$ cat config.mk
export PLATFORM = sky130hd
export DESIGN_NAME = alu_seq
export DESIGN_NICKNAME = d
export VERILOG_FILES = /design/src/rtl/alu_pkg.sv /design/src/rtl/alu_mul_iter.sv /design/src/rtl/alu_seq.sv
export SDC_FILE = /design/constraint.sdc
export NUM_CORES = 1
export LEC_CHECK = 0
export BUFFER_PORTS_ARGS = -buffer_cell sky130_fd_sc_hd__clkbuf_2
export CAP_MARGIN = 0
export CORE_MARGIN = 3
export CORE_UTILIZATION = 63
export CTS_CLUSTER_DIAMETER = 150
export DETAILED_ROUTE_END_ITERATION = 8
export PLACE_DENSITY = 0.89
export SETUP_SLACK_MARGIN = 0.4
export SKIP_LAST_GASP = 1
export SLEW_MARGIN = 30
export SYNTH_ARGS = -nofsm -noshare
export SYNTH_HDL_FRONTEND = slang
export SYNTH_SLANG_ARGS = --single-unit
$ cat constraint.sdc
create_clock -name clk -period 3.8 [get_ports clk]
set_input_delay 0.38 -clock clk [delete_from_list [all_inputs] [get_ports clk]]
set_output_delay 0.38 -clock clk [all_outputs]
set_load 0.02 [all_outputs]
$ cat src/rtl/alu_pkg.sv
// alu_pkg: func codes, flag bit indices and FSM states shared by the ALU
package alu_pkg;
  localparam logic [3:0] FN_NOP  = 4'h0;
  localparam logic [3:0] FN_SETC = 4'h1;
  localparam logic [3:0] FN_CLRC = 4'h2;
  localparam logic [3:0] FN_MOV1 = 4'h3;
  localparam logic [3:0] FN_MOV2 = 4'h4;
  localparam logic [3:0] FN_NOT  = 4'h5;
  localparam logic [3:0] FN_INC  = 4'h6;
  localparam logic [3:0] FN_DEC  = 4'h7;
  localparam logic [3:0] FN_ADD  = 4'h8;
  localparam logic [3:0] FN_SUB  = 4'h9;
  localparam logic [3:0] FN_AND  = 4'hA;
  localparam logic [3:0] FN_OR   = 4'hB;
  localparam logic [3:0] FN_SHL  = 4'hC;
  localparam logic [3:0] FN_SHR  = 4'hD;
  localparam logic [3:0] FN_MUL  = 4'hE;
  localparam logic [3:0] FN_RSV  = 4'hF;
  localparam int FLG_Z = 0;
  localparam int FLG_N = 1;
  localparam int FLG_C = 2;
  typedef enum logic {ST_IDLE, ST_MUL} state_t;
endpackage

$ cat src/rtl/alu_mul_iter.sv
// alu_mul_iter: shift-add unsigned multiplier, one partial product per cycle
module alu_mul_iter #(
  parameter int WIDTH = 16
) (
  input  logic               clk,
  input  logic               rst,
  input  logic               start,
  input  logic               abort,
  input  logic [WIDTH-1:0]   a,
  input  logic [WIDTH-1:0]   b,
  output logic               done,
  output logic [2*WIDTH-1:0] product
);
  localparam int CW = $clog2(WIDTH + 1);
  logic [2*WIDTH-1:0] r_mcand, r_acc;
  logic [WIDTH-1:0]   r_mplier;
  logic [CW-1:0]      r_cnt;
  logic               r_busy;
  assign done    = r_busy && (r_cnt == CW'(WIDTH));
  assign product = r_acc;
  always_ff @(posedge clk or posedge rst) begin
    if (rst) begin
      r_mcand  <= '0;
      r_acc    <= '0;
      r_mplier <= '0;
      r_cnt    <= '0;
      r_busy   <= 1'b0;
    end else if (abort) begin
      r_busy <= 1'b0;
    end else if (start) begin
      r_mcand  <= {{WIDTH{1'b0}}, a};
      r_mplier <= b;
      r_acc    <= '0;
      r_cnt    <= '0;
      r_busy   <= 1'b1;
    end else if (done) begin
      r_busy <= 1'b0;
    end else if (r_busy) begin
      r_acc    <= r_acc + (r_mplier[0] ? r_mcand : '0);
      r_mcand  <= r_mcand << 1;
      r_mplier <= r_mplier >> 1;
      r_cnt    <= r_cnt + CW'(1);
    end
  end
endmodule

$ cat src/rtl/alu_seq.sv
// alu_seq: registered ALU with Z/N/C flag register, valid/ready handshake, flush
// and an iterative multiply that holds off new work while it runs.
module alu_seq
  import alu_pkg::*;
#(
  parameter int WIDTH   = 16,
  parameter int SHAMT_W = 5
) (
  input  logic             clk,
  input  logic             rst,
  input  logic             in_valid,
  output logic             in_ready,
  input  logic [3:0]       func,
  input  logic [WIDTH-1:0] op1,
  input  logic [WIDTH-1:0] op2,
  input  logic             flags_we,
  input  logic             flag_load,
  input  logic [2:0]       flag_in,
  input  logic             flush,
  output logic             out_valid,
  output logic [WIDTH-1:0] result,
  output logic [2:0]       flags
);
  localparam logic [WIDTH:0] ONE = (WIDTH + 1)'(1);
  state_t             r_state, w_state_nxt;
  logic [WIDTH-1:0]   r_result, w_mres;
  logic [2:0]         r_flags, w_flags_nxt;
  logic               r_out_valid, r_mul_fwe;
  logic               w_accept, w_single, w_mul_start, w_mul_done, w_mul_fin, w_zn, w_cupd;
  logic [WIDTH:0]     w_sum, w_shr;
  logic [SHAMT_W-1:0] w_s;
  logic [2*WIDTH-1:0] w_prod;
  assign in_ready    = r_state == ST_IDLE;
  assign w_accept    = in_valid & in_ready & ~flush;
  assign w_mul_start = w_accept & (func == FN_MUL);
  assign w_single    = w_accept & (func != FN_MUL);
  assign w_mul_fin   = w_mul_done & ~flush;
  assign w_mres      = w_prod[WIDTH-1:0];
  assign w_s         = op2[SHAMT_W-1:0];
  assign w_shr       = {op1, 1'b0} >> w_s;
  assign w_state_nxt = (r_state == ST_IDLE) ? (w_mul_start ? ST_MUL : ST_IDLE)
                                            : ((flush | w_mul_done) ? ST_IDLE : ST_MUL);
  assign out_valid   = r_out_valid;
  assign result      = r_result;
  assign flags       = r_flags;
  alu_mul_iter #(.WIDTH(WIDTH)) u_mul (
    .clk     (clk),
    .rst     (rst),
    .start   (w_mul_start),
    .abort   (flush),
    .a       (op1),
    .b       (op2),
    .done    (w_mul_done),
    .product (w_prod)
  );
  // Bit WIDTH of w_sum carries C (carry, borrow or the bit shifted out)
  always_comb begin
    w_sum  = '0;
    w_zn   = 1'b1;
    w_cupd = 1'b0;
    case (func)
      FN_MOV1: w_sum = {1'b0, op1};
      FN_MOV2: w_sum = {1'b0, op2};
      FN_NOT:  w_sum = {1'b0, ~op1};
      FN_INC:  begin w_sum = {1'b0, op1} + ONE; w_cupd = 1'b1; end
      FN_DEC:  begin w_sum = {1'b0, op1} - ONE; w_cupd = 1'b1; end
      FN_ADD:  begin w_sum = {1'b0, op1} + {1'b0, op2}; w_cupd = 1'b1; end
      FN_SUB:  begin w_sum = {1'b0, op1} - {1'b0, op2}; w_cupd = 1'b1; end
      FN_AND:  w_sum = {1'b0, op1 & op2};
      FN_OR:   w_sum = {1'b0, op1 | op2};
      FN_SHL:  begin w_sum = {1'b0, op1} << w_s; w_cupd = 1'b1; end
      FN_SHR:  begin w_sum = {w_shr[0], w_shr[WIDTH:1]}; w_cupd = 1'b1; end
      default: w_zn = 1'b0;
    endcase
  end
  always_comb begin
    w_flags_nxt = r_flags;
    if (flag_load)
      w_flags_nxt = flag_in;
    else if (w_mul_fin & r_mul_fwe)
      w_flags_nxt = {|w_prod[2*WIDTH-1:WIDTH], w_mres[WIDTH-1], w_mres == '0};
    else if (w_accept & (func == FN_SETC))
      w_flags_nxt[FLG_C] = 1'b1;
    else if (w_accept & (func == FN_CLRC))
      w_flags_nxt[FLG_C] = 1'b0;
    else if (w_accept & flags_we & w_zn) begin
      w_flags_nxt[FLG_Z] = w_sum[WIDTH-1:0] == '0;
      w_flags_nxt[FLG_N] = w_sum[WIDTH-1];
      w_flags_nxt[FLG_C] = w_cupd ? w_sum[WIDTH] : r_flags[FLG_C];
    end
  end
  always_ff @(posedge clk or posedge rst) begin
    if (rst) begin
      r_state     <= ST_IDLE;
      r_flags     <= '0;
      r_result    <= '0;
      r_out_valid <= 1'b0;
      r_mul_fwe   <= 1'b0;
    end else begin
      r_state     <= w_state_nxt;
      r_flags     <= w_flags_nxt;
      r_out_valid <= w_mul_fin | w_single;
      if (w_mul_fin) r_result <= w_mres;
      else if (w_single) r_result <= w_sum[WIDTH-1:0];
      if (w_mul_start) r_mul_fwe <= flags_we;
    end
  end
endmodule
Word-level counts from Yosys, hierarchy flattened
Cells that the tools add are included.
{ "word_totals": {"reg_bits": 108, "input_bits": 45, "out_inout_bits": 21, "elab_cells": 102} }
{ "classes": {"n_addsub": 6, "eq_ne": 19, "shifts": 2, "n_mux": 32, "n_bitwise": 17, "n_reduce_logical": 15} }
{ "op_table": {"columns": ["operator", "n"], "rows": [
  ["two-way mux 32 bit", 7],
  ["one-hot mux 17 bit (11 select lines)", 1],
  ["two-way mux 16 bit", 5],
  ["adder 32 bit", 1],
  ["logical NOT 16 bit", 2],
  ["equality test 4 bit, second input constant", 7],
  ["adder 16 x 1 -> 17 bit, second input constant", 1],
  ["adder 16 x 16 -> 17 bit", 1],
  ["<< shifter 16 x 5 -> 17 bit", 1],
  [">> shifter 17 x 5 -> 17 bit", 1],
  ["subtractor 16 x 1 -> 17 bit, second input constant", 1],
  ["subtractor 16 x 16 -> 17 bit", 1],
  ["AND 16 bit", 1],
  ["equality test 4 x 3 -> 1 bit, second input constant", 4],
  ["inverter 16 bit", 1],
  ["bitwise OR 16 bit", 1],
  ["OR reduction 16 bit", 1],
  ["two-way mux 5 bit", 3],
  ["two-way mux 1 bit", 11],
  ["OR reduction 11 bit", 1],
  ["AND 1 bit", 10],
  ["nonzero test 5 bit", 2],
  ["two-way mux 3 bit", 3],
  ["equality test 4 x 2 -> 1 bit, second input constant", 2],
  ["15 further kinds", 22]
]} }

Logic depth before layout (Yosys ltp)
{ "logic_depth": {"depth_word": 10, "ltp_mapped": 19, "mapped_depth_nobuf": 17} }

Modules after synthesis
From an unflattened synthesis, not the netlist that was laid out.
{ "unflattened": {"hier_cells": 1210, "hier_area_um2": 10199.8} }
{ "modules_own_cells": {"columns": ["module", "n_inst", "cells_each", "area_each_um2", "seq_area_each_um2"], "rows": [
  ["alu_mul_iter", 1, 572, 5385.2, 2152.1],
  ["alu_seq", 1, 638, 4814.6, 550.5]
]} }

Worst setup path before layout
OpenSTA, ideal clock, no wires.
{ "synth_timing": {"kind": "input to register", "from": "in func[0]", "to": "reg r_flags[1], in the netlist flags[1]", "setup_ns": 0.092, "arrival_time_ns": 4.401, "required_ns": 3.708, "path_slack_ns": -0.692, "path_stages": 17, "n_path_buf": 5, "cell_sequence": "clkbuf_1 > clkbuf_1 > buf_1 > clkbuf_1 > clkbuf_1 > nor2_1 > xor2_1 > a21oi_1 > ha_1 > or4_1 > o21a_1 > a2111o_1 > and4b_1 > or3_1 > and3_1 > a21o_1 > o31ai_2"} }
{ "synth_via": {"elab_chain_cells": 7, "elab_cells_between_ends": 28, "classes_between": "eq/ne: 15; mux: 7; bitwise: 3; reduce/logical: 3"} }
{ "synth_lines": {"columns": ["element", "line_no", "rtl"], "rows": [
  ["start, declared", "alu_seq.sv:13", "input logic [3:0] func,"],
  ["equality test 4 bit, or another cell as far along", "alu_seq.sv:61", "case (func)"],
  ["one-hot mux 17 bit (11 select lines)", "alu_seq.sv:61", null],
  ["two-way mux 3 bit", "alu_seq.sv:86", "else if (w_accept & flags_we & w_zn) begin"],
  ["two-way mux 2 bit", "alu_seq.sv:84", "else if (w_accept & (func == FN_CLRC))"],
  ["two-way mux 2 bit", "alu_seq.sv:82", "else if (w_accept & (func == FN_SETC))"],
  ["two-way mux 3 bit", "alu_seq.sv:80", "else if (w_mul_fin & r_mul_fwe)"],
  ["two-way mux 3 bit", "alu_seq.sv:78", "if (flag_load)"],
  ["end signal, assigned", "alu_seq.sv:101", "r_flags <= w_flags_nxt;"],
  ["end, declared", "alu_seq.sv:27", "logic [2:0] r_flags, w_flags_nxt;"]
]} }
Parallel ways exist; a longest one is shown, timed or not. The select of a mux whose other input is x is not followed.
A chain may end at the register's enable or synchronous reset.

Worst setup path after layout
{ "layout_timing": {"from": "in op2[1]", "to": "reg r_flags[1], in the netlist flags[1]"} }
{ "layout_via": {"elab_chain_cells": 7, "elab_cells_between_ends": 10, "classes_between": "add/sub: 2; shift: 2; mux: 6"} }
{ "layout_lines": {"columns": ["element", "line_no", "rtl"], "rows": [
  ["start, declared", "alu_seq.sv:15", "input logic [WIDTH-1:0] op2,"],
  ["subtractor 16 x 16 -> 17 bit, or another cell as far along", "alu_seq.sv:68", "FN_SUB: begin w_sum = {1'b0, op1} - {1'b0, op2}; w_cupd = 1'b1; end"],
  ["one-hot mux 17 bit (11 select lines) (*)", "alu_seq.sv:61", null],
  ["two-way mux 3 bit (*)", "alu_seq.sv:86", null],
  ["two-way mux 2 bit (*)", "alu_seq.sv:84", null],
  ["two-way mux 2 bit (*)", "alu_seq.sv:82", null],
  ["two-way mux 3 bit (*)", "alu_seq.sv:80", null],
  ["two-way mux 3 bit (*)", "alu_seq.sv:78", null]
]} }
Every way passes the cells marked *; elsewhere a longest branch is shown, timed or not. The select of a mux whose other input is x is not followed.

==> impl_metrics.py <==
metrics = {
    "status": {
        "status": "complete, no violations",
    },
    "routing": {
        "top_layer": "met4",
        "drc_errors": 0,
        "vias": 10700,
        "drt-met1-wl_um": 13200,
        "routed_wl_um": 33200,
        "via_per_inst": 6.82,
        "met3_length_um": 3650,
        "drt_iter0_markers": 1610,
        "wl_met2_um": 14700,
        "ant_nets": 0,
        "avgRoutedWirePerCell_um": 21.2,
        "dr.pass1.iters": 7,
    },
    "cells_and_area": {
        "utilization_pct": 75.3,
        "nets": 1451,
        "fillerInstances": 1160,
        "antenna_cells": 0,
        "fin_area_um2": 11500,
        "drive_above_1_share_pct": 19.2,
        "area_growth_pct": 16.3,
    },
    "critical_path": {
        "rr_worst_depth": 13,
        "endpoint_kind": "register",
        "critical_path_arrival_ns": 3.80,
        "crit_required_ns": 4.08,
        "reg2reg_to": "u_mul.product[30]",
        "cp-start-kind": "primary input",
        "reg2reg_from": "u_mul.r_mplier[0]",
        "critPathLaunch": "op2[1]",
        "criticalPathCategory": "in2reg",
        "r2r_setup_slack_ns": 0.42,
        "critPathMaxFanout": 4,
    },
    "global_routing": {
        "globalRouteOverflowTotal": 0,
        "grt_pass1_vias": 10000,
        "grt_usage_pct": 37.1,
        "grt_max_degree": 67,
        "grt_first_pass_wirelength_um": 52400,
        "antenna_found_initial": 0,
    },
    "floorplan": {
        "initial_core_util_pct": 64.8,
        "io_pins": 66,
        "core_um2": 15300,
        "die_x_um": 131,
        "die_area_um2": 17300,
        "die_h_um": 131,
        "core.rowCount": 45,
    },
    "synth": {
        "synth_top_family_by_area": "compound AO/OA/AOI/OAI gates",
        "synthSimpleGateAreaFrac_pct": 20.5,
        "ys.flop_type": "dfrtp_1",
        "synth_edf_count": 0,
        "ys_ff_latch": 108,
        "synth_xor_area_share_pct": 4.24,
        "avgSynthCellArea_um2": 7.80,
        "synth_mux_area_share_pct": 11.3,
        "netlist_instances": 1272,
        "synth_compound_area_share_pct": 25.1,
        "synth_warnings": 0,
        "ys_seq_area_share_pct": 27.2,
        "synth_area_leaders": "dfrtp_1 (27%), mux2i_1 (7.0%), nand2_1 (6.9%), a21oi_1 (6.9%), ha_1 (6.3%)",
        "synth_fa_ha_area_share_pct": 6.71,
        "yosysTopAreaCell": "dfrtp_1",
        "synth_area_um2": 9920,
        "synthArstFlopShare_pct": 100,
        "syn-num-nets": 1369,
        "synth.distinct_cells": 76,
        "synth_top_area_share_pct": 27.2,
    },
    "flow_run": {
        "max_cap_viol_count": 0,
    },
    "pwr": {
        "p_per_area_nw_per_um2": 319,
        "ir_drop_uv": 334,
        "power.leakage_nw": 5.19,
        "finalPower_w": 0.00369,
    },
    "clock_network": {
        "clock_latency_ns": 0.37,
        "clkSinkCount": 108,
        "tritoncts.num_buffers": 9,
        "htreeDepth": 3,
        "hold_buffers": 0,
        "cts_tree": "built",
        "cts_root_buf": "clkbuf_16",
        "cts_buffer_depth": 2,
        "clkSlewWorstSetupHoldPaths_ns": 0.08,
    },
    "timing": {
        "relSlewSlack_pct": 28.8,
        "finalHoldViolCount": 0,
        "fmax_ghz": 0.284,
        "min_period_ns": 3.52,
        "period_share_pct": 92.7,
        "worstMarginPinSlew_ns": 1.06,
        "clock-skew-final_ns": 0.0144,
        "maxSlewViolCount": 0,
        "fin_ws_ns": 0.278,
        "rsz0062_at_grt": "true",
        "setup_violations": 0,
    },
    "placed_design": {
        "place_ws_ns": -0.0970,
        "place_congestion": 1.05,
        "dp_hpwl_um": 23600,
        "postPlaceCellArea_um2": 11000,
        "port_buffers": 65,
    },
    "hold_path": {
        "hold_class": "in2async",
    },
}
## power by group
| part | leakage [nW] | total, W | switching [W] | internal (W) |
|---|---|---|---|---|
| clock | 0.132 | 0.000969 | 0.000454 | 0.000515 |
| sequential | 1.44 | 0.00145 | 0.000142 | 0.00131 |
| combinational | 3.62 | 0.00126 | 0.000746 | 0.000517 |
## worst max-delay path by stage
| stage | cells after the start | slack (ns) | to |
|---|---|---|---|
| final | 17 | 0.28 | flags[1] |
| after global routing | 17 | 0.10 | result[13] |
| after CTS | 12 | 0.31 | u_mul.product[30] |
| after detailed placement | 17 | -0.1 | result[13] |
| after global placement | 17 | -0.05 | result[13] |
| after floorplan | 16 | -0.06 | result[13] |
## synth_stat cells (17+ instances only)
| cell | count |
|---|---|
| and2_1 | 35 |
| clkbuf_1 | 78 |
| a21o_1 | 17 |
| a21oi_1 | 136 |
| inv_1 | 22 |
| ha_1 | 50 |
| nand2_1 | 183 |
| nor3_1 | 24 |
| nand3_1 | 30 |
| xnor2_1 | 31 |
| nor2_1 | 101 |
| mux2i_1 | 69 |
| o21ai_0 | 112 |
| xor2_1 | 17 |
| dfrtp_1 | 108 |
## cells by family (layout without fill, tap and decap cells)
| logic type | Yosys count | count (layout) |
|---|---|---|
| buf+inv | 127 | 214 |
| simple gates | 445 | 445 |
| mux | 92 | 92 |
| fa+ha+maj | 52 | 52 |
| xor+xnor | 48 | 48 |
| flops | 108 | 108 |
| compound gates | 400 | 400 |
## critical path, cell delays in order
cell and delay, ns:
clkbuf_8 0.12, clkinv_1 0.07, ha_4 0.14, nand2_4 0.08, nor4_4 0.23, nor2_4 0.04
xor2_1 0.13, a21oi_1 0.09, ha_2 0.19, or4_1 0.50, o21a_1 0.21, a2111o_1 0.48
and4b_1 0.27, or3_1 0.32, and3_4 0.19, a21o_1 0.17, o31ai_2 0.18
## final cells by class
cell class / count / area, um2 / area share, %
timing repair buffer: 172 / 1170 / 10.2
clock inverter: 5 / 61.3 / 0.531
multi-input combinational: 1037 / 7000 / 60.7
sequential: 108 / 2700 / 23.4
tap: 211 / 264 / 2.29
inverter: 26 / 105 / 0.911
clock buffer: 11 / 233 / 2.02
## what timing repair did
| action | CTS | global route |
|---|---|---|
| setup buffers | 4 | 8 |
| endpoints found under the setup margin | 7 | 16 |
| resized for setup | 9 | 30 |
| pin swaps | 3 | 17 |
## state kept, by name (all words and copies together), names as in the netlist
| name | flops |
|---|---|
| u_mul.product | 32 |
| u_mul.r_cnt | 5 |
| u_mul.r_busy | 1 |
| u_mul.r_mcand | 32 |
| r_state | 1 |
| flags | 3 |
| out_valid | 1 |
| r_mul_fwe | 1 |
| u_mul.r_mplier | 16 |
| result | 16 |
## per-layer routing
metal	vias up	GRT usage, %
met5	-	0
met4	0	16.4
met3	157	7.08
met2	765	57.0
met1	5011	51.1
li1	4777	-
## metrics by stage
| stage | hold slack (ns) | TNS (ns) | std cells |
|---|---|---|---|
| 5_1_grt | 0.222 | 0 | 1570 |
| 3_5_place_dp | 0.486 | -0.229 | 1542 |
| 2_1_floorplan | 0.465 | -0.0839 | 1272 |
| 6_report | 0.155 | 0 | 1570 |
| 3_3_place_gp | 0.483 | -0.0477 | 1542 |
| 4_1_cts | 0.191 | 0 | 1562 |
## layout by cell type (no fill, tap or decap), types with 5 or more instances in the layout
master       n
nand2_1    181
a21oi_1    132
dfrtp_1    108
o21ai_0    103
buf_4      103
nor2_1      98
mux2i_1     69
clkbuf_2    63
ha_1        47
and2_1      35
xnor2_1     31
nand3_1     27
inv_1       21
nor3_1      20
a21o_1      17
xor2_1      17
mux4_2      15
o21a_1      12
a211oi_1    11
nor4_1      11
a31oi_1     11
nand2b_1    10
o21ai_1      9
clkbuf_16    9
nor2b_1      8
nand4_1      8
o211ai_1     8
a22oi_1      8
a22o_1       7
a221oi_1     7
or3_1        6
mux2_2       6
and3_1       5
or2_2        5
a311oi_1     5
Note: power is estimated with default switching activity, not from simulation.
